===== src/rtl/discrete_range_scheduler.sv =====
// Sequencer for the discrete-range randomizer: walks each variable, reduces a random word modulo its size.
// Optional abort port pair (in_abort/out_aborted) is enabled by defining DISCRETE_SCHEDULER_ABORT_EN.
module discrete_range_scheduler #(
    parameter int unsigned NUM_VARS  = 4,
    parameter int unsigned VAR_IDX_W = 2,
    parameter int unsigned SIZE_W    = 2,
    parameter int unsigned RAND_W    = 8
) (
    input  logic                 clk,
    input  logic                 reset,
    input  logic                 in_start,
    output logic [VAR_IDX_W-1:0] out_size_query_index,
    input  logic [SIZE_W-1:0]    in_size,
    input  logic [RAND_W-1:0]    in_random,
    output logic                 out_valid,
    input  logic                 in_ready,
    output logic [VAR_IDX_W-1:0] out_variable_index,
    output logic [SIZE_W-1:0]    out_value_index,
    output logic                 out_busy,
    output logic                 out_done
`ifdef DISCRETE_SCHEDULER_ABORT_EN
    ,
    input  logic                 in_abort,
    output logic                 out_aborted
`endif
);

    typedef enum logic [2:0] {
        S_IDLE,
        S_LOOKUP,
        S_CAPTURE,
        S_REDUCE,
        S_EMIT,
        S_NEXT,
        S_DONE
    } state_e;

    localparam logic [VAR_IDX_W-1:0] LAST_VAR = VAR_IDX_W'(NUM_VARS - 1);

    state_e                 state_q, state_d;
    logic [VAR_IDX_W-1:0]   var_q, var_d;
    logic [SIZE_W-1:0]      size_q, size_d;
    logic [RAND_W-1:0]      rem_q, rem_d;
    logic                   valid_q, valid_d;
    logic [VAR_IDX_W-1:0]   vidx_q, vidx_d;
    logic [SIZE_W-1:0]      val_q, val_d;
    logic                   busy_q, busy_d;
    logic                   done_q, done_d;
`ifdef DISCRETE_SCHEDULER_ABORT_EN
    logic                   aborted_q, aborted_d;
`endif

    // Next-state and registered-output computation; outputs track the state being entered.
    always_comb begin
        state_d = state_q;
        var_d   = var_q;
        size_d  = size_q;
        rem_d   = rem_q;
        vidx_d  = vidx_q;
        val_d   = val_q;
`ifdef DISCRETE_SCHEDULER_ABORT_EN
        aborted_d = 1'b0;
`endif
        case (state_q)
            S_IDLE: begin
                if (in_start) begin
                    var_d   = '0;
                    state_d = S_LOOKUP;
                end
            end
            S_LOOKUP: state_d = S_CAPTURE;
            S_CAPTURE: begin
                size_d  = in_size;
                rem_d   = in_random;
                state_d = (in_size == '0) ? S_NEXT : S_REDUCE;
            end
            S_REDUCE: begin
                // Repeated subtraction: size is zero-extended so rem never underflows.
                if (rem_q >= RAND_W'(size_q)) begin
                    rem_d = rem_q - RAND_W'(size_q);
                end else begin
                    vidx_d  = var_q;
                    val_d   = rem_q[SIZE_W-1:0];
                    state_d = S_EMIT;
                end
            end
            S_EMIT: begin
                if (valid_q && in_ready) state_d = S_NEXT;
            end
            S_NEXT: begin
                if (var_q == LAST_VAR) begin
                    state_d = S_DONE;
                end else begin
                    var_d   = var_q + VAR_IDX_W'(1);
                    state_d = S_LOOKUP;
                end
            end
            S_DONE:  state_d = S_IDLE;
            default: state_d = S_IDLE;
        endcase
`ifdef DISCRETE_SCHEDULER_ABORT_EN
        // Abort wins over any concurrent handshake.
        if (in_abort && (state_q != S_IDLE)) begin
            state_d   = S_IDLE;
            aborted_d = 1'b1;
        end
`endif
        valid_d = (state_d == S_EMIT);
        busy_d  = (state_d != S_IDLE);
        done_d  = (state_d == S_DONE);
    end

    always_ff @(posedge clk) begin
        if (reset) begin
            state_q   <= S_IDLE;
            var_q     <= '0;
            size_q    <= '0;
            rem_q     <= '0;
            valid_q   <= 1'b0;
            vidx_q    <= '0;
            val_q     <= '0;
            busy_q    <= 1'b0;
            done_q    <= 1'b0;
`ifdef DISCRETE_SCHEDULER_ABORT_EN
            aborted_q <= 1'b0;
`endif
        end else begin
            state_q   <= state_d;
            var_q     <= var_d;
            size_q    <= size_d;
            rem_q     <= rem_d;
            valid_q   <= valid_d;
            vidx_q    <= vidx_d;
            val_q     <= val_d;
            busy_q    <= busy_d;
            done_q    <= done_d;
`ifdef DISCRETE_SCHEDULER_ABORT_EN
            aborted_q <= aborted_d;
`endif
        end
    end

    assign out_size_query_index = var_q;
    assign out_valid            = valid_q;
    assign out_variable_index   = vidx_q;
    assign out_value_index      = val_q;
    assign out_busy             = busy_q;
    assign out_done             = done_q;
`ifdef DISCRETE_SCHEDULER_ABORT_EN
    assign out_aborted          = aborted_q;
`endif

endmodule

===== config.mk =====
export PLATFORM = sky130hd
export DESIGN_NAME = discrete_range_scheduler
export DESIGN_NICKNAME = d
export VERILOG_FILES = /design/src/rtl/discrete_range_scheduler.sv
export SDC_FILE = /design/constraint.sdc
export NUM_CORES = 1
export LEC_CHECK = 0
export CELL_PAD_IN_SITES_DETAIL_PLACEMENT = 0
export CELL_PAD_IN_SITES_GLOBAL_PLACEMENT = 1
export CORE_ASPECT_RATIO = 1.2
export CORE_MARGIN = 4
export CORE_UTILIZATION = 48
export CTS_BUF_LIST = sky130_fd_sc_hd__clkbuf_4
export DETAILED_ROUTE_END_ITERATION = 10
export DONT_BUFFER_PORTS = 1
export PLACE_DENSITY = 0.87
export RECOVER_POWER = 50
export SKIP_LAST_GASP = 1
export SLEW_MARGIN = 20
export SYNTH_ARGS = -nofsm -noshare
export SYNTH_HDL_FRONTEND = slang
export SYNTH_SLANG_ARGS = --single-unit

===== constraint.sdc =====
create_clock -name clk -period 2.4 [get_ports clk]
set_input_delay 0.36 -clock clk [delete_from_list [all_inputs] [get_ports clk]]
set_output_delay 0.36 -clock clk [all_outputs]
set_load 0.02 [all_outputs]

# Word-level counts from Yosys, hierarchy flattened
# Index checks and enable logic that the tools add are counted.
[op_classes]
bitwise_logic = 1
n_eq_ne = 11
order_cmp = 1
add_sub_neg = 2
n_reduce_logical = 9
mux = 11
[op_table]
columns = ["operator", "count"]
rows = [
  ["$pmux W3 S6", 1],
  ["$pmux W8 S2", 1],
  ["$mux W3", 5],
  ["$eq A3 B3 Y1 const B", 4],
  ["$ge A8 B2 Y1", 1],
  ["$mux W8", 1],
  ["$sub A8 B2 Y8", 1],
  ["$eq A3 B2 Y1 const B", 2],
  ["$ne A2 B2 Y1 const B", 3],
  ["$mux W2", 2],
  ["$pmux W2 S2", 1],
  ["$reduce_and A2 Y1", 2],
  ["$reduce_bool A2 Y1", 2],
  ["$eq A3 B1 Y1 const B", 1],
  ["$logic_not A3 Y1", 1],
  ["$reduce_and A3 Y1", 1],
  ["$reduce_bool A3 Y1", 1],
  ["$add A2 B1 Y2 const B", 1],
  ["$eq A2 B2 Y1 const B", 1],
  ["$logic_not A2 Y1", 1],
  ["$logic_and A1 B1 Y1", 1],
  ["$not A1 Y1", 1],
]
[totals]
register_bits = 22
input_bits = 14
elab_cells = 44
out_inout_bits = 9

# Logic depth before layout (Yosys ltp)
[depth]
word_depth = 4
mapped_depth = 8
ltp_nobuf = 7

# Least setup slack after synthesis
# No wires, ideal clock.
[synth_timing]
kind = "reg2reg"
start = "reg rem_q[0]"
end = "reg rem_q[0]"
arrival_ns = 1.743
stages_incl_launch_ff = 8
path_slack_ns = 0.535
n_path_buf = 1
setup_time_ns = 0.122
required_ns = 2.278
synth_period_minus_slack_ns = 1.865
cell_sequence = "dfxtp_1 inv_1 ha_1 fa_1 nor4b_2 and4_1 buf_6 o311a_1"
[synth_between]
elab_chain_cells = 3
word_cells_on_any_way = 6
cone_classes = "add/sub: 1; order compare: 1; eq/ne: 1; mux: 2; reduce/logical: 1"
[synth_lines]
columns = ["item", "line", "text"]
rows = [
  ["from (decl)", "43", "logic [RAND_W-1:0] rem_q, rem_d;"],
  ["from (signal assigned)", "131", "rem_q <= rem_d;"],
  ["$sub A8 B2 Y8 / $ge A8 B2 Y1 (equally long branches)", "80, 79", ""],
  ["$mux W8 / $ne A2 B2 Y1 (equally long branches)", "-", ""],
  ["$pmux W8 S2 / $reduce_and A2 Y1 (equally long branches)", "-", ""],
]
# Parallel ways exist; a longest one is shown, timed or not. The select of a mux whose other input is x is not followed.
# A chain may end at the register's enable or synchronous reset.

# Worst setup path in the final report
[layout_timing]
start = "reg rem_q[0]"
end = "reg rem_q[3]"
# Same word-level chain as after synthesis.

==> run summary <==
Hold Fails Final Rpt - 0
Slew Limit Fails - 0
post-synth cell types - 47
Pwr Total - 0.00100 W
Final ANT Viol Nets - 0
io pins - 23
Finished Layout Cells - 179
syn nets - 167
sw frac - 0.390
clk buf depth - 2
R2R Setup Slk - 0.25 ns
area fraction of the dominant cell type after synthesis - 0.344
Max Cap Viol - 0
status - finished clean
GR Overflow Total - 0
top post-synthesis cells by area - dfxtp_1 (34%), a21oi_1 (5.1%), nor2_1 (5.0%)
Overall Global Routing Usage - 0.191
Post-Syn Instances - 149
worst path cell trace - inv_1 -> ha_1 -> fa_1 -> nor4b_2 -> and4_2 -> a211oi_2 -> a2111oi_2
Pre-antenna DRT Iters - 4
Leak - 0.494 nW
cell count of the worst hold path - 1
CTS H-tree lvls - 1
Root Buffer - clkbuf_4
Setup CP Type - register to register
initial antenna violation count - 0
CP Capture Type - register
Ys Warns - 0
final hold slack - 0.104 ns
sequential element share of the synthesized area - 0.344
first-pass GRT wire length - 5.09 mm
Layout area overhead - 1.95%
Crit Path Max Fanout - 8
PortBufs - 0
ratio of cells with drive above 1 in the final layout - 0.0959
placed cell count - 175
Sinks on Clock Net - 22
area leader, netlist - dfxtp_1
Worst Reg-to-Reg Cells - 7
Initial DRC Count - 44
Routed WL - 2.89 mm
TritonCTS clock tree - yes
wire per inst - 16.1 um
fmax - 0.465 GHz
Slew headroom - 0.646
Num CTS Buffers - 3
slowest stage delay, CP - 0.44 ns
Die Y-Extent - 64.6 um
routed vias - 1096
GPL Wtd Cong - 0.890
hold_buf cts - 0
vias in the first global route - 1081
top_reg_cell synth - dfxtp_1
dpl hpwl - 2.23 mm
P_sw - 0.000391 W
Antenna Diode Count - 0
Starting Density - 0.501
most common cell after layout, fill and taps aside - dfxtp_1
die area - 3560 um2
Vias per Instance - 6.12
commonest non-fill, non-tap cells in the layout - dfxtp_1 (22), nor2_1 (17), nand2_1 (14)
EDFF count, synth - 0
post-CTS setup buffers - 0
Worst Hold Class - input pin to register
final worst slack - 0.250 ns
Crit path required time - 2.61 ns
final critical-path share of the clock period - 0.896
Core Footprint - 2550 um2
Worst Setup Start Kind - register
largest net degree at the start of global routing - 18
dpl ws - 0.262 ns
r2r startpoint - rem_q[0]
Final min period - 2.15 ns
CTS clock-pin slew for the worst setup and hold paths - 0.12 ns
area of the mapped netlist - 1280 um2
die width - 55.1 um
Flop pwr share - 0.476
asr flop ratio synth - 0
Logic pwr share - 0.352
min-delay src - reset
Setup TNS Final - 0 ns
synthesized flop and latch total - 22
critical path's slowest cell - and4_2
Clock Latency Late Sink - 0.30 ns
Hold Path End - size_q[1]
Internal - 0.000613 W
# setup viols final - 0
Max IR drop VDD - 0.460 mV
# DRC - 0
CP Data Arrival Time - 2.36 ns
nets - 165
Slew @ Worst Pin - 0.531 ns
r2r endpoint - rem_q[3]
CP Launch Point - rem_q[0]
syn_area_per_cell - 8.59 um2
num rows - 20
Clk network pwr share - 0.172
Worst Skew - 0.00173 ns
RSZ-0062 raised after global routing - no
pwr dens - 769 nW/um2
[worst max path at each step]
stage	end	slack (ns)	cells past startpoint
after floorplan	rem_q[0]	0.54	7
final	rem_q[3]	0.25	7
after global routing	rem_q[3]	0.05	7
after global placement	rem_q[3]	0.36	7
after CTS	rem_q[3]	0.24	7
after detailed placement	rem_q[3]	0.26	7
[synthesized netlist by cell type (all sizes together), types with 2 or more instances]
master / number
nand2b: 5
ha: 3
o21ai: 6
nor2: 17
o311a: 2
a31oi: 4
buf: 4
a2111oi: 2
dfxtp: 22
clkbuf: 5
nor3b: 2
nand3: 2
inv: 6
and4b: 2
a21oi: 13
or3b: 2
nand2: 14
a21o: 2
nor4b: 2
nand4: 4
nor2b: 2
nand3b: 2
mux2i: 6
[critical path: cells and delay by family, from the launching register on]
kind	cells	cell delay, ns
AND/OR/NAND/NOR	2	0.86
adder cells (fa/ha/maj)	2	0.41
AO/OA/AOI/OAI	2	0.39
flip-flops	1	0.33
buffers and inverters	1	0.06
[area by class of cell]
type                            instances  area [um2]
Clock inverter                          1        3.75
Fill cell                             267        1250
Clock buffer                            3        22.5
Sequential cell                        22         440
Multi-Input combinational cell        112         759
Tap cell                               33        41.3
Timing Repair Buffer                    2        15.0
Inverter                                6        22.5
[power groups by stage]
stage | logic, W | registers [W] | clock network (W)
after floorplan | 0.000314 | 0.000455 | 0
after global placement | 0.000347 | 0.000486 | 0
after detailed placement | 0.000352 | 0.000485 | 0
after CTS | 0.000354 | 0.000477 | 0.000181
after global routing | 0.000401 | 0.000485 | 0.000203
final | 0.000354 | 0.000478 | 0.000173
[sequential cells by signal, summed over array words and instances (netlist names)]
name	count
out_done	1
out_value_index	2
out_variable_index	2
out_size_query_index	2
out_valid	1
state_q	3
size_q	2
out_busy	1
rem_q	8
[metal layers]
metal  wire length (um)  global-route usage  share of wire
met1               1240               0.240           0.43
met3                205              0.0299          0.071
met4                 23              0.0547         0.0080
met5                  0                   0              0
met2               1410               0.327           0.49
[per-stage QoR]
stage / util / area [um2]
floorplan: - / 1280
global placement: 0.503 / 1280
detailed placement: 0.503 / 1280
CTS: 0.514 / 1310
global route: 0.511 / 1310
finish: 0.511 / 1310
[kinds of logic (layout without fill, tap and decap cells)]
family                     Yosys count  after routing  synth area share
AOI/OAI and AO/OA                   38             38             0.222
adders and majority gates            4              4            0.0450
buffers and inverters               15             12            0.0577
DFF                                 22             22             0.344
muxes                                6              6            0.0469
and+or+nand+nor                     64             64             0.284
[what timing repair did]
item,4_1_cts,5_1_grt
endpoints found under the setup margin,0,1
hold endpoints to repair,0,0
resized for setup,0,1
No activity file was read; power rests on OpenSTA's default activity.
